===== src/rtl/up3_ctrl.sv =====
// rtl/up3_ctrl.sv - UP3 accumulator microsequencer
// Six-cycle fetch/decode/execute controller with run, single-step and halt.
module up3_ctrl #(
  parameter int unsigned ILLEGAL_AS_NOP = 0
) (
  input  logic       clk,
  input  logic       reset,
  input  logic       run,
  input  logic       step,
  input  logic [4:0] opcode,
  input  logic       zflg,
  input  logic       nflg,
  output logic       STORE_MEM,
  output logic       FETCH,
  output logic       INCR_PC,
  output logic       LOAD_PC,
  output logic       LOAD_IRL,
  output logic       LOAD_IRU,
  output logic       LOAD_AC,
  output logic       z_flag,
  output logic       n_flag,
  output logic       halted,
  output logic       ILLEGAL,
  output logic [3:0] state
);

  typedef enum logic [3:0] {
    S_IDLE = 4'd0,
    S_FU_A = 4'd1,
    S_FU_L = 4'd2,
    S_FL_A = 4'd3,
    S_FL_L = 4'd4,
    S_DEC  = 4'd5,
    S_EXE  = 4'd6,
    S_HALT = 4'd7
  } state_t;

  localparam logic [4:0] OP_NOP  = 5'h00;
  localparam logic [4:0] OP_LDA  = 5'h01;
  localparam logic [4:0] OP_STA  = 5'h02;
  localparam logic [4:0] OP_ADD  = 5'h03;
  localparam logic [4:0] OP_SUB  = 5'h04;
  localparam logic [4:0] OP_AND  = 5'h05;
  localparam logic [4:0] OP_OR   = 5'h06;
  localparam logic [4:0] OP_LDI  = 5'h08;
  localparam logic [4:0] OP_ADDI = 5'h09;
  localparam logic [4:0] OP_SUBI = 5'h0A;
  localparam logic [4:0] OP_JMP  = 5'h10;
  localparam logic [4:0] OP_JZ   = 5'h11;
  localparam logic [4:0] OP_JN   = 5'h12;
  localparam logic [4:0] OP_HALT = 5'h1F;

  state_t r_state;
  logic   r_store_mem;
  logic   r_fetch;
  logic   r_incr_pc;
  logic   r_load_pc;
  logic   r_load_irl;
  logic   r_load_iru;
  logic   r_load_ac;
  logic   r_z_flag;
  logic   r_n_flag;
  logic   r_halted;
  logic   r_illegal;

  state_t w_next_state;
  logic   w_store_mem;
  logic   w_fetch;
  logic   w_incr_pc;
  logic   w_load_pc;
  logic   w_load_irl;
  logic   w_load_iru;
  logic   w_load_ac;
  logic   w_set_illegal;
  logic   w_legal;
  logic   w_is_alu;

  always_comb begin
    w_legal  = 1'b0;
    w_is_alu = 1'b0;
    case (opcode)
      OP_LDA, OP_ADD, OP_SUB, OP_AND, OP_OR, OP_LDI, OP_ADDI, OP_SUBI: begin
        w_legal  = 1'b1;
        w_is_alu = 1'b1;
      end
      OP_NOP, OP_STA, OP_JMP, OP_JZ, OP_JN, OP_HALT: w_legal = 1'b1;
      default: ;
    endcase
  end

  // Next state, then the controls that the next state will drive.
  always_comb begin
    w_next_state  = r_state;
    w_set_illegal = 1'b0;
    case (r_state)
      S_IDLE: if (run || step) w_next_state = S_FU_A;
      S_FU_A: w_next_state = S_FU_L;
      S_FU_L: w_next_state = S_FL_A;
      S_FL_A: w_next_state = S_FL_L;
      S_FL_L: w_next_state = S_DEC;
      S_DEC: begin
        if (w_legal || (ILLEGAL_AS_NOP != 0)) begin
          w_next_state = S_EXE;
        end else begin
          w_next_state  = S_HALT;
          w_set_illegal = 1'b1;
        end
      end
      S_EXE: begin
        if (opcode == OP_HALT) w_next_state = S_HALT;
        else if (run)          w_next_state = S_FU_A;
        else                   w_next_state = S_IDLE;
      end
      S_HALT: w_next_state = S_HALT;
      default: w_next_state = S_IDLE;
    endcase

    w_store_mem = 1'b0;
    w_fetch     = 1'b0;
    w_incr_pc   = 1'b0;
    w_load_pc   = 1'b0;
    w_load_irl  = 1'b0;
    w_load_iru  = 1'b0;
    w_load_ac   = 1'b0;
    case (w_next_state)
      S_FU_A, S_FL_A: w_fetch = 1'b1;
      S_FU_L: begin
        w_fetch    = 1'b1;
        w_load_iru = 1'b1;
        w_incr_pc  = 1'b1;
      end
      S_FL_L: begin
        w_fetch    = 1'b1;
        w_load_irl = 1'b1;
        w_incr_pc  = 1'b1;
      end
      S_EXE: begin
        w_load_ac   = w_is_alu;
        w_store_mem = (opcode == OP_STA);
        w_load_pc   = (opcode == OP_JMP) ||
                      ((opcode == OP_JZ) && r_z_flag) ||
                      ((opcode == OP_JN) && r_n_flag);
      end
      default: ;
    endcase
  end

  always_ff @(posedge clk) begin
    if (reset) begin
      r_state     <= S_IDLE;
      r_store_mem <= 1'b0;
      r_fetch     <= 1'b0;
      r_incr_pc   <= 1'b0;
      r_load_pc   <= 1'b0;
      r_load_irl  <= 1'b0;
      r_load_iru  <= 1'b0;
      r_load_ac   <= 1'b0;
      r_z_flag    <= 1'b0;
      r_n_flag    <= 1'b0;
      r_halted    <= 1'b0;
      r_illegal   <= 1'b0;
    end else begin
      r_state     <= w_next_state;
      r_store_mem <= w_store_mem;
      r_fetch     <= w_fetch;
      r_incr_pc   <= w_incr_pc;
      r_load_pc   <= w_load_pc;
      r_load_irl  <= w_load_irl;
      r_load_iru  <= w_load_iru;
      r_load_ac   <= w_load_ac;
      r_halted    <= (w_next_state == S_HALT);
      if (w_set_illegal) r_illegal <= 1'b1;
      if ((r_state == S_EXE) && r_load_ac) begin
        r_z_flag <= zflg;
        r_n_flag <= nflg;
      end
    end
  end

  // Controls are masked while reset is high so an aborted EXE never writes.
  assign STORE_MEM = r_store_mem & ~reset;
  assign FETCH     = r_fetch     & ~reset;
  assign INCR_PC   = r_incr_pc   & ~reset;
  assign LOAD_PC   = r_load_pc   & ~reset;
  assign LOAD_IRL  = r_load_irl  & ~reset;
  assign LOAD_IRU  = r_load_iru  & ~reset;
  assign LOAD_AC   = r_load_ac   & ~reset;
  assign z_flag    = r_z_flag;
  assign n_flag    = r_n_flag;
  assign halted    = r_halted;
  assign ILLEGAL   = r_illegal;
  assign state     = r_state;

endmodule


===== config.mk =====
export PLATFORM = sky130hd
export DESIGN_NAME = up3_ctrl
export DESIGN_NICKNAME = d
export VERILOG_FILES = /design/src/rtl/up3_ctrl.sv
export SDC_FILE = /design/constraint.sdc
export NUM_CORES = 1
export LEC_CHECK = 0
export CAP_MARGIN = 20
export CORE_MARGIN = 1
export CORE_UTILIZATION = 47
export CTS_CLUSTER_SIZE = 25
export DETAILED_ROUTE_END_ITERATION = 16
export GPL_TIMING_DRIVEN = 0
export PLACE_DENSITY = 0.82
export SYNTH_ARGS = -nofsm -noshare
export SYNTH_HDL_FRONTEND = slang
export SYNTH_SLANG_ARGS = --single-unit

===== constraint.sdc =====
create_clock -name clk -period 4.4 [get_ports clk]
set_input_delay 0.88 -clock clk [delete_from_list [all_inputs] [get_ports clk]]
set_output_delay 0.88 -clock clk [all_outputs]
set_load 0.02 [all_outputs]

# Word-level counts from Yosys, hierarchy flattened
# Index checks and enable logic that the tools add are counted.
[op_classes]
reduce_logical = 13
n_mux = 13
n_bitwise = 9
n_eq_ne = 26
[op_table]
columns = ["cell", "n"]
rows = [
  ["case mux 4 bit (8 select lines)", 1],
  ["equality test 4 x 3 -> 1 bit (second input constant)", 7],
  ["equality test 5 bit (second input constant)", 4],
  ["equality test 4 x 2 -> 1 bit (second input constant)", 4],
  ["equality test 5 x 3 -> 1 bit (second input constant)", 3],
  ["equality test 5 x 4 -> 1 bit (second input constant)", 3],
  ["OR reduction 14 bit", 1],
  ["equality test 5 x 2 -> 1 bit (second input constant)", 2],
  ["2-to-1 mux 1 bit", 10],
  ["equality test 4 x 1 -> 1 bit (second input constant)", 2],
  ["OR reduction 8 bit", 1],
  ["bitwise AND 1 bit", 7],
  ["equality test 5 x 1 -> 1 bit (second input constant)", 1],
  ["zero test 5 bit", 1],
  ["zero test 4 bit", 1],
  ["2-to-1 mux 4 bit", 1],
  ["OR reduction 2 bit", 2],
  ["OR reduction 4 bit", 1],
  ["logical AND 1 bit", 3],
  ["logical OR 1 bit", 3],
  ["2-to-1 mux 3 bit", 1],
  ["inverter 1 bit", 2],
]
[word_totals]
reg_bits = 15
inputBits = 11
out_inout_bits = 15

# Longest topological paths before layout
# Gate-level depths: netlist of the first run.
[logic_depth]
word_depth = 8
ltp_mapped = 6
depth_no_buf = 4

# Worst setup path before layout of the first run
# No wires, ideal clock.
[synth_path]
kind = "input to output"
startpoint = "in reset"
endpoint = "out FETCH"
path_slack_ns = 2.127
path_stages = 2
path_buffers = 1
arrival_ns = 1.393
cell_sequence = "clkbuf_1 > nor2b_1"
[synth_via]
elab_chain_len = 2
[synth_rtl]
columns = ["item", "line", "rtl"]
rows = [
  ["start: declaration", "7", "input logic reset,"],
  ["inverter 1 bit", "182", "assign FETCH = r_fetch & ~reset;"],
  ["bitwise AND 1 bit", "182", ""],
  ["end: declaration", "14", "output logic FETCH,"],
]
# No other way between the ends.

# Final worst setup path of the first run
[layout_path]
startpoint = "in reset"
endpoint = "out STORE_MEM"
[layout_via]
elab_chain_len = 2
[layout_rtl]
columns = ["item", "line", "rtl"]
rows = [
  ["inverter 1 bit", "181", "assign STORE_MEM = r_store_mem & ~reset;"],
  ["bitwise AND 1 bit", "181", ""],
  ["end: declaration", "13", "output logic STORE_MEM,"],
]
# No other way between the ends.

==> impl_metrics.csv, run 1 <==
group,metric,value,unit
outcome,outcome,"complete, no violations",
sta,final_max_slew_viol_count,0,
placement,placed_cells,124,
hold_path,hp-class,"reg -> reg",
global_routing,grt_start_max_net_pins,11,
layout,fin_area,1062,sq um
route,wl_per_cell,13.06,um
route,viasPerCell,5.656,
sta,fin_crit_sh,78.07,%
floorplan,coreArea,1524,sq um
sta,hold_viol_final,0,
sta,final.setup.tns,0,ns
layout,area_growth,37.16,%
placement,hpwl,1174,um
power_and_ir_drop,power_density,246.1,nW/um^2
clock_network,hold_buffers,0,
logic_synthesis,syn_area,774.5,sq um
placement,dpl-instance-area,1035,sq um
power_and_ir_drop,leakage,0.0003832,uW
clock_network,cts_tree,"built",
logic_synthesis,syn_nets,95,
floorplan,die_y,42.60,um
hold_path,hold_depth,2,
critical_path,worst-setup-path-type,"in -> out",
floorplan,pin_count,26,
global_routing,grt_pass1_wl,2773,um
clock_network,cts_max_level,1,
clock_network,insertion_delay,0.29,ns
critical_path,critPathArrivalTime,2.55,ns
route,wl,1672,um
floorplan,die_x,42.60,um
placement,pre_cts_ws,0.9617,ns
layout,nNetsFinal,124,
sta,fmax,291.1,MHz
logic_synthesis,yosysWarnings,0,
sta,timing.hold.ws,0.4920,ns
clock_network,clock-sinks,15,
sta,slew_headroom,66.61,%
clock_network,cts_resized,0,
route,via_count,724,
logic_synthesis,netlist.area_leader.share,38.77,%
route,drcViolationCount,0,
sta,setup-violations-final,0,
power_and_ir_drop,ir_drop,190.5,uV
layout,antenna_cells,0,
critical_path,critPathMaxFanout,10,
route,drt-initial-drc-count,14,
clock_network,post_cts_buffers,0,
global_routing,grt-ovfl-total,0,
layout,layout-drive-gt1-share,14.29,%
layout,stdcell_count,128,
floorplan,rows,14,
critical_path,reg2reg_slack,2.84,ns
sta,clock_skew,0.006997,ns
placement,place_congestion,0.8151,
clock_network,cts_root_buf,"clkbuf_4",
global_routing,antenna_found_initial,0,
logic_synthesis,ys_ff_latch,15,
logic_synthesis,synth_top_area_cell,"dfxtp_1",
job,drv_cap,0,
critical_path,ff2ff_path_depth,6,
sta,rsz0062_at_grt,"no",
logic_synthesis,seq_area_frac_synth,38.77,%
global_routing,grt.total_usage,20.39,%
placement,io_buffers,24,
floorplan,die-area,1814,sq um
clock_network,cts_buffers,3,
clock_network,cts.path.max_buffers,2,
critical_path,startpoint_type,"input port",
logic_synthesis,synth_area_leaders,"dfxtp_1, nor2b_1, mux2i_1",
sta,post-route-min-period,3.435,ns
logic_synthesis,yosysUniqueCellTypes,34,
layout,fill_cells,134,
logic_synthesis,syn_inst,84,
clock_network,cts.clk_slew.worst_paths,0.09,ns
sta,fin_ws,0.9651,ns
critical_path,crit_path_end_kind,"output port",
critical_path,required,3.52,ns
route,first_pass_iters,4,
floorplan,start_util,50.82,%
logic_synthesis,avgSynthCellArea,9.220,sq um
route,postRouteAntennaNets,0,
global_routing,grt_pass1_vias,609,
sta,worstMarginPinSlew,0.5009,ns
[kinds of logic after synthesis]
family                    count (synthesis)  share of synthesized area, %
xor gates and xnor gates                  1                         1.131
buffers and inverters                     7                         5.330
muxes                                     4                         5.331
AOI/OAI and AO/OA                        15                         13.25
and+or+nand+nor                          41                         35.70
DFF                                      15                         38.77
other                                     1                        0.4842
[power breakdown]
| part | internal (uW) | switching [uW] |
|---|---|---|
| registers | 138 | 1.87 |
| clock network | 33.8 | 46.7 |
| logic | 20.9 | 20.0 |
| total | 193 | 68.6 |
[final timing paths]
check / startpoint / to
setup / recovery: reset / STORE_MEM
hold reg to reg: ILLEGAL / ILLEGAL
setup reg to reg: state[0] / r_load_ac
hold / removal: ILLEGAL / ILLEGAL
[area by class of cell]
class / count / area, sq um / share of cell area [%]
tap: 16 / 20.02 / 1.885
timing repair buffer: 24 / 240.2 / 22.61
clock inverter: 1 / 5.005 / 0.4711
sequential: 15 / 300.3 / 28.27
clock buffer: 3 / 22.52 / 2.120
multi-input combinational: 62 / 432.9 / 40.75
inverter: 1 / 3.754 / 0.3534
buffer: 6 / 37.54 / 3.534
[cells in the mapped netlist]
library cell,count
mux2i_1,3
buf_4,1
a32o_1,1
a21boi_0,2
dfxtp_1,15
o22ai_1,2
o21ai_0,3
buf_2,3
a21o_1,1
and3b_1,1
nor4b_2,2
inv_1,1
nand2_1,4
nor3_1,6
nand2b_1,2
clkbuf_1,1
a31oi_1,3
o221a_2,1
conb_1,1
nand4bb_1,1
nor2_1,6
or3_4,1
buf_6,1
nand3_1,2
nor2b_1,10
xnor2_1,1
or3_1,2
mux2_2,1
a21oi_1,1
nand3b_1,1
and4_1,1
nor4_2,1
nor4_4,1
o21bai_1,1
[cells in the final DEF (no fill, tap or decap), types with 3 or more instances in the layout]
cell,count
o21ai_0,3
mux2i_1,3
clkdlybuf4s50_1,24
nor2_1,6
nor3_1,6
nor2b_1,10
nand2_1,4
buf_2,3
a31oi_1,3
clkbuf_4,3
dfxtp_1,15
[stage by stage]
stage	util, %	total power, uW
CTS	69.70	263.1
detailed placement	67.90	183.8
finish	69.70	261.4
floorplan	-	165.5
global route	69.70	271.7
global placement	67.90	183.0
[worst max-delay path, stage by stage]
cell and delay, ns:
clkdlybuf4s50_1 0.58, clkbuf_1 0.43, nor2b_1 0.10, clkdlybuf4s50_1 0.56
[layer usage]
metal / wire, um / global-route usage (%) / vias up / part of all wire, %
li1: - / - / 356 / -
met1: 794 / 26.33 / 344 / 47
met2: 798 / 33.54 / 22 / 48
met3: 68 / 5.172 / 2 / 4.1
met4: 10 / 5.625 / 0 / 0.60
met5: 0 / 0 / - / 0
[flip-flops by register name, summed over array words and instances, names as in the netlist]
register / flops
r_load_ac: 1
z_flag: 1
ILLEGAL: 1
n_flag: 1
r_load_pc: 1
r_incr_pc: 1
state: 4
r_load_irl: 1
r_fetch: 1
halted: 1
r_store_mem: 1
r_load_iru: 1
No activity file was read; power rests on OpenSTA's default activity.
==> inputs of run 2 (changes only) <==
--- a/config.mk
+++ b/config.mk
@@ -7,11 +7,11 @@
 export LEC_CHECK = 0
 export CAP_MARGIN = 20
 export CORE_MARGIN = 1
-export CORE_UTILIZATION = 47
+export CORE_UTILIZATION = 43
 export CTS_CLUSTER_SIZE = 25
 export DETAILED_ROUTE_END_ITERATION = 16
 export GPL_TIMING_DRIVEN = 0
-export PLACE_DENSITY = 0.82
+export PLACE_DENSITY = 0.76
 export SYNTH_ARGS = -nofsm -noshare
 export SYNTH_HDL_FRONTEND = slang
 export SYNTH_SLANG_ARGS = --single-unit
==> constraint.sdc (replaced) <==
create_clock -name clk -period 3.22 [get_ports clk]
set_input_delay 0.644 -clock clk [delete_from_list [all_inputs] [get_ports clk]]
set_output_delay 0.644 -clock clk [all_outputs]
set_load 0.02 [all_outputs]
==> run 2 against run 1 <==
Sequential power rose by 36%. Routed wire length fell by 7.8%. Global-route usage fell by 1.6 points. Combinational power rose by 35%. Utilization fell by 2.4 points. Critical path type unchanged. Sequential share of layout area fell by 0.26 points. Worst hold slack improved by 0.026 ns.
==> impl_metrics.csv, run 2 (synthesized netlist as in run 1, its figures left out) <==
group,metric,value,unit
outcome,outcome,"complete, no violations",
sta,final.setup.tns,0,ns
floorplan,die_y,44.44,um
hold_path,min_delay_worst_endpoint,"ILLEGAL",
route,drcViolationCount,0,
route,via_count,689,
hold_path,hp-class,"reg -> reg",
layout,largest_register_ffs,4,
layout,layout-drive-gt1-share,14.29,%
clock_network,cts_tree,"built",
clock_network,hold_buffers,0,
placement,hpwl,1163,um
floorplan,start_util,48.59,%
global_routing,grt_start_max_net_pins,11,
layout,seq_area,300.3,sq um
route,first_pass_iters,4,
critical_path,crit_path_max_incr_delay,0.59,ns
sta,clock_skew,0.004575,ns
power_and_ir_drop,power_density,329.5,nW/um^2
global_routing,grt-ovfl-total,0,
power_and_ir_drop,ir_drop,224.3,uV
placement,io_buffers,24,
critical_path,critPathArrivalTime,2.28,ns
layout,fill_cells,126,
layout,layout_commonest_cell,"clkdlybuf4s50_1",
clock_network,cts.path.max_buffers,2,
clock_network,cts_resized,0,
layout,multi_input_area,432.9,sq um
job,drv_cap,0,
floorplan,die-area,1975,sq um
critical_path,critPathMostFrequentCell,"clkdlybuf4s50_1",
power_and_ir_drop,clkPwrFrac,30.2,%
sta,hold_viol_final,0,
critical_path,critical_path_buf_inv_count,3,
layout,final_cell_mix,"clkdlybuf4s50_1, dfxtp_1, nor2b_1",
route,wl,1541,um
power_and_ir_drop,internal_power,263.4,uW
critical_path,required,2.58,ns
sta,final_max_slew_viol_count,0,
critical_path,critPathSlowestCell,"clkdlybuf4s50_1",
sta,post-route-min-period,2.922,ns
critical_path,rr_endpoint,"r_load_ac",
sta,fin_crit_sh,90.74,%
clock_network,clock-sinks,15,
floorplan,rows,14,
layout,post-route-util,67.27,%
sta,rsz0062_at_grt,"no",
power_and_ir_drop,power.switching,89.89,uW
critical_path,worst-setup-path-type,"in -> out",
critical_path,worstReg2RegStart,"state[0]",
sta,fmax,342.3,MHz
clock_network,cts.clk_slew.worst_paths,0.09,ns
sta,setup-violations-final,0,
clock_network,post_cts_buffers,0,
critical_path,startpoint_type,"input port",
global_routing,antenna_found_initial,0,
floorplan,pin_count,26,
power_and_ir_drop,swShare,25.44,%
critical_path,reg2reg_slack,1.63,ns
critical_path,crit_path_end_kind,"output port",
global_routing,grt_pass1_wl,2697,um
global_routing,grt_pass1_vias,607,
floorplan,coreArea,1594,sq um
clock_network,cts_max_level,1,
power_and_ir_drop,p_comb_share,15.7,%
route,viasPerCell,5.066,
route,drt-initial-drc-count,21,
floorplan,die_x,44.44,um
layout,nNetsFinal,124,
critical_path,ff2ff_path_depth,6,
critical_path,crit_family,"buffers and inverters",
route,postRouteAntennaNets,0,
clock_network,insertion_delay,0.28,ns
power_and_ir_drop,leakage,0.0003832,uW
layout,area_growth,38.45,%
critical_path,critPathMaxFanout,10,
route,wl_per_cell,11.33,um
global_routing,grt.total_usage,18.75,%
placement,place_congestion,0.8682,
hold_path,hold_depth,2,
layout,antenna_cells,0,
hold_path,hold_start,"ILLEGAL",
power_and_ir_drop,pwr-share-seq,54.2,%
clock_network,cts_buffers,3,
critical_path,cp_cell_sequence,"clkdlybuf4s50_1, clkbuf_1, nor2b_1, clkdlybuf4s50_1",
clock_network,cts_root_buf,"clkbuf_4",
[run 2: cell counts in the layout (fill, tap and decap cells not counted)]
Identical to the previous run, type by type.
[run 2: metal layers]
layer	vias to the layer above	wire [um]	track usage (%)
li1	355	-	-
met1	302	747	24.31
met2	28	710	30.59
met3	4	61	3.673
met4	0	21	7.273
met5	-	0	0
[run 2: cell type report]
class / instances / area share (%)
plain buffers: 6 / 3.501
clock buffers: 3 / 2.100
clock inverters: 1 / 0.4667
inverters: 1 / 0.3501
multi-input cells: 62 / 40.37
flip-flops and latches: 15 / 28.00
well taps: 24 / 2.800
repair buffers: 24 / 22.40
[run 2: worst min-delay path, cell delays in order (launching register included)]
cell	delay [ns]
dfxtp_1	0.36
a31oi_1	0.05
nor2_1	0.08
[run 2: worst max path at each step]
stage | from | end | slack (ns) | depth (start not counted)
5_1_grt | reset | STORE_MEM | 0.17 | 4
4_1_cts | reset | INCR_PC | 0.27 | 4
3_3_place_gp | reset | LOAD_PC | 0.33 | 4
3_5_place_dp | reset | INCR_PC | 0.28 | 4
6_report | reset | INCR_PC | 0.30 | 4
2_1_floorplan | reset | FETCH | 1.42 | 2
[run 2: through the flow]
stage,total power [uW],hold slack (ns),instances,worst slack [ns],cell area [sq um]
finish,353.3,0.5182,136,0.2982,1072
global placement,249.7,0.4610,132,0.3259,1045
detailed placement,250.7,0.4694,132,0.2758,1045
global route,369.9,0.5696,136,0.1735,1072
floorplan,226.1,0.5803,84,1.419,774.5
CTS,355.2,0.5082,136,0.2701,1072
[run 2: power groups by stage]
stage,logic (uW),clock network (uW),registers [uW]
final,55.3,107,191
after global routing,59.9,118,192
after CTS,55.4,108,191
after detailed placement,54.9,0,196
after global placement,54.0,0,196
after floorplan,28.7,0,197
==> inputs of run 3 (changes only) <==
--- a/config.mk
+++ b/config.mk
@@ -7,11 +7,11 @@
 export LEC_CHECK = 0
 export CAP_MARGIN = 20
 export CORE_MARGIN = 1
-export CORE_UTILIZATION = 43
+export CORE_UTILIZATION = 40
 export CTS_CLUSTER_SIZE = 25
 export DETAILED_ROUTE_END_ITERATION = 16
 export GPL_TIMING_DRIVEN = 0
-export PLACE_DENSITY = 0.76
+export PLACE_DENSITY = 0.72
 export SYNTH_ARGS = -nofsm -noshare
 export SYNTH_HDL_FRONTEND = slang
 export SYNTH_SLANG_ARGS = --single-unit
==> constraint.sdc (replaced) <==
create_clock -name clk -period 3.22 [get_ports clk]
set_input_delay 0.966 -clock clk [delete_from_list [all_inputs] [get_ports clk]]
set_output_delay 0.966 -clock clk [all_outputs]
set_load 0.02 [all_outputs]
==> run 3 against run 2 <==
Routed wire length fell by 0.32%. Worst hold slack got worse by 0.029 ns. Die area is 7.1% higher. Global-route usage shrank 1.8 points. Critical path depth fell by 1. Worst setup slack worse by 0.24 ns. Fmax down 7.6%. Count of clock-buffer cells in the layout rose by 1.
==> impl_metrics.csv, run 3 (synthesized netlist as in run 1, its figures left out) <==
group,metric,value,unit
outcome,outcome,"complete, no violations",
critical_path,crit_path_max_incr_delay,0.60,ns
global_routing,grt_pass1_vias,551,
sta,fin_ws,0.05959,ns
power_and_ir_drop,finalPower,351.4,uW
floorplan,rows,15,
power_and_ir_drop,ir_drop,185.2,uV
clock_network,cts_root_buf,"clkbuf_4",
power_and_ir_drop,swShare,24.56,%
clock_network,clock-sinks,15,
power_and_ir_drop,leakage,0.0004122,uW
layout,antenna_cells,0,
critical_path,worst-setup-path-type,"in -> out",
placement,hpwl,1147,um
route,wl,1536,um
power_and_ir_drop,internal_power,265.1,uW
critical_path,ff2ff_path_depth,6,
placement,place_congestion,0.7736,
power_and_ir_drop,power.switching,86.28,uW
hold_path,hp-class,"reg -> reg",
global_routing,grt.total_usage,16.92,%
floorplan,die-area,2116,sq um
global_routing,antenna_found_initial,0,
critical_path,reg2reg_slack,1.67,ns
floorplan,die_y,46,um
power_and_ir_drop,power_density,328.9,nW/um^2
sta,hold_viol_final,0,
power_and_ir_drop,pwr-share-seq,54.6,%
critical_path,rr_endpoint,"r_load_ac",
critical_path,startpoint_type,"input port",
clock_network,cts.clk_slew.worst_paths,0.09,ns
critical_path,startpoint,"reset",
layout,post-route-util,60.57,%
critical_path,critPathMostFrequentCell,"clkdlybuf4s50_1",
critical_path,critical_path_buf_inv_count,2,
layout,final_cell_mix,"clkdlybuf4s50_1, dfxtp_1, nor2b_1",
layout,area_growth,37.96,%
layout,layout-drive-gt1-share,14.29,%
placement,dpl-instance-area,1046,sq um
power_and_ir_drop,clkPwrFrac,29.8,%
clock_network,cts.path.max_buffers,2,
critical_path,required,2.25,ns
critical_path,cp.depth,3,
route,postRouteAntennaNets,0,
layout,largest_register_ffs,4,
sta,clock_skew,0.006401,ns
critical_path,crit_family,"buffers and inverters",
critical_path,crit_end,"LOAD_AC",
critical_path,critPathMaxFanout,6,
global_routing,grt_start_max_net_pins,11,
critical_path,worstReg2RegStart,"state[0]",
route,first_pass_iters,4,
global_routing,grt-ovfl-total,0,
sta,rsz0062_at_grt,"no",
floorplan,die_x,46,um
critical_path,cp_cell_sequence,"clkdlybuf4s50_1, nor2b_1, clkdlybuf4s50_1",
critical_path,critPathSlowestCell,"clkdlybuf4s50_1",
global_routing,grt_pass1_wl,2484,um
clock_network,cts_max_level,1,
clock_network,cts_tree,"built",
critical_path,crit_path_end_kind,"output port",
job,drv_cap,0,
sta,setup-violations-final,0,
layout,layout_commonest_cell,"clkdlybuf4s50_1",
sta,fmax,316.4,MHz
clock_network,cts_buffers,3,
route,drt-initial-drc-count,9,
placement,pre_cts_ws,-0.3498,ns
sta,fin_crit_sh,98.15,%
power_and_ir_drop,p_comb_share,15.6,%
sta,final_max_slew_viol_count,0,
floorplan,start_util,43.90,%
floorplan,pin_count,26,
route,viasPerCell,5.131,
placement,io_buffers,24,
layout,nNetsFinal,124,
floorplan,coreArea,1764,sq um
critical_path,critPathArrivalTime,2.19,ns
clock_network,hold_buffers,0,
sta,post-route-min-period,3.160,ns
clock_network,insertion_delay,0.28,ns
layout,fin_area,1069,sq um
route,wl_per_cell,11.21,um
route,drcViolationCount,0,
route,via_count,703,
## run 3: cell types whose count changed in the layout (fill, tap and decap cells not counted), sizes merged
cell	change
clkdlybuf4s50	-6
clkinv	-1
dlygate4sd2	+6
clkbuf	+1
## run 3: per-layer routing
metal | GRT usage [%] | part of all wire (%)
met1 | 22.54 | 48
met5 | 0 | 0
met2 | 24.51 | 46
met3 | 4.762 | 5.1
met4 | 8.824 | 0.78
## run 3: layout make-up
type | count | area, sq um
plain buffers | 6 | 41.29
clock buffers | 4 | 26.28
inverters | 1 | 3.754
flip-flops and latches | 15 | 300.3
fillers | 167 | 695.7
multi-input cells | 62 | 432.9
well taps | 25 | 31.28
repair buffers | 24 | 232.7
## run 3: per-stage QoR
stage                     TNS [ns]  std cells  hold WS [ns]
after global routing             0        137        0.5249
after global placement      -1.988        133        0.4603
after CTS                        0        137        0.4944
after detailed placement    -2.034        133        0.4595
final                            0        137        0.4889
after floorplan                  0         84        0.5803
## run 3: worst min path at each step
stage,start,endpoint,slack (ns),cells after the start
final,ILLEGAL,ILLEGAL,0.49,2
after global routing,ILLEGAL,ILLEGAL,0.52,2
after global placement,ILLEGAL,ILLEGAL,0.46,2
after CTS,ILLEGAL,ILLEGAL,0.49,2
after floorplan,ILLEGAL,ILLEGAL,0.58,2
after detailed placement,ILLEGAL,ILLEGAL,0.46,2
## run 3: timing repair
item / in CTS / in global routing
gates resized for setup: 8 / 0
buffers inserted: 0 / 0
endpoints found under the setup margin: 6 / 0
## run 3: tightest hold or removal path: stages, from the launching register on
cell and delay [ns]:
dfxtp_1 0.34, a31oi_1 0.04, nor2_1 0.08
## run 3: power by group through the flow
stage               Sequential (uW)  Clock, uW  Combinational, uW
floorplan                       197          0               28.7
global placement                196          0               54.4
detailed placement              196          0               54.8
CTS                             192        108               55.1
global route                    192        118               59.4
finish                          192        105               55.0
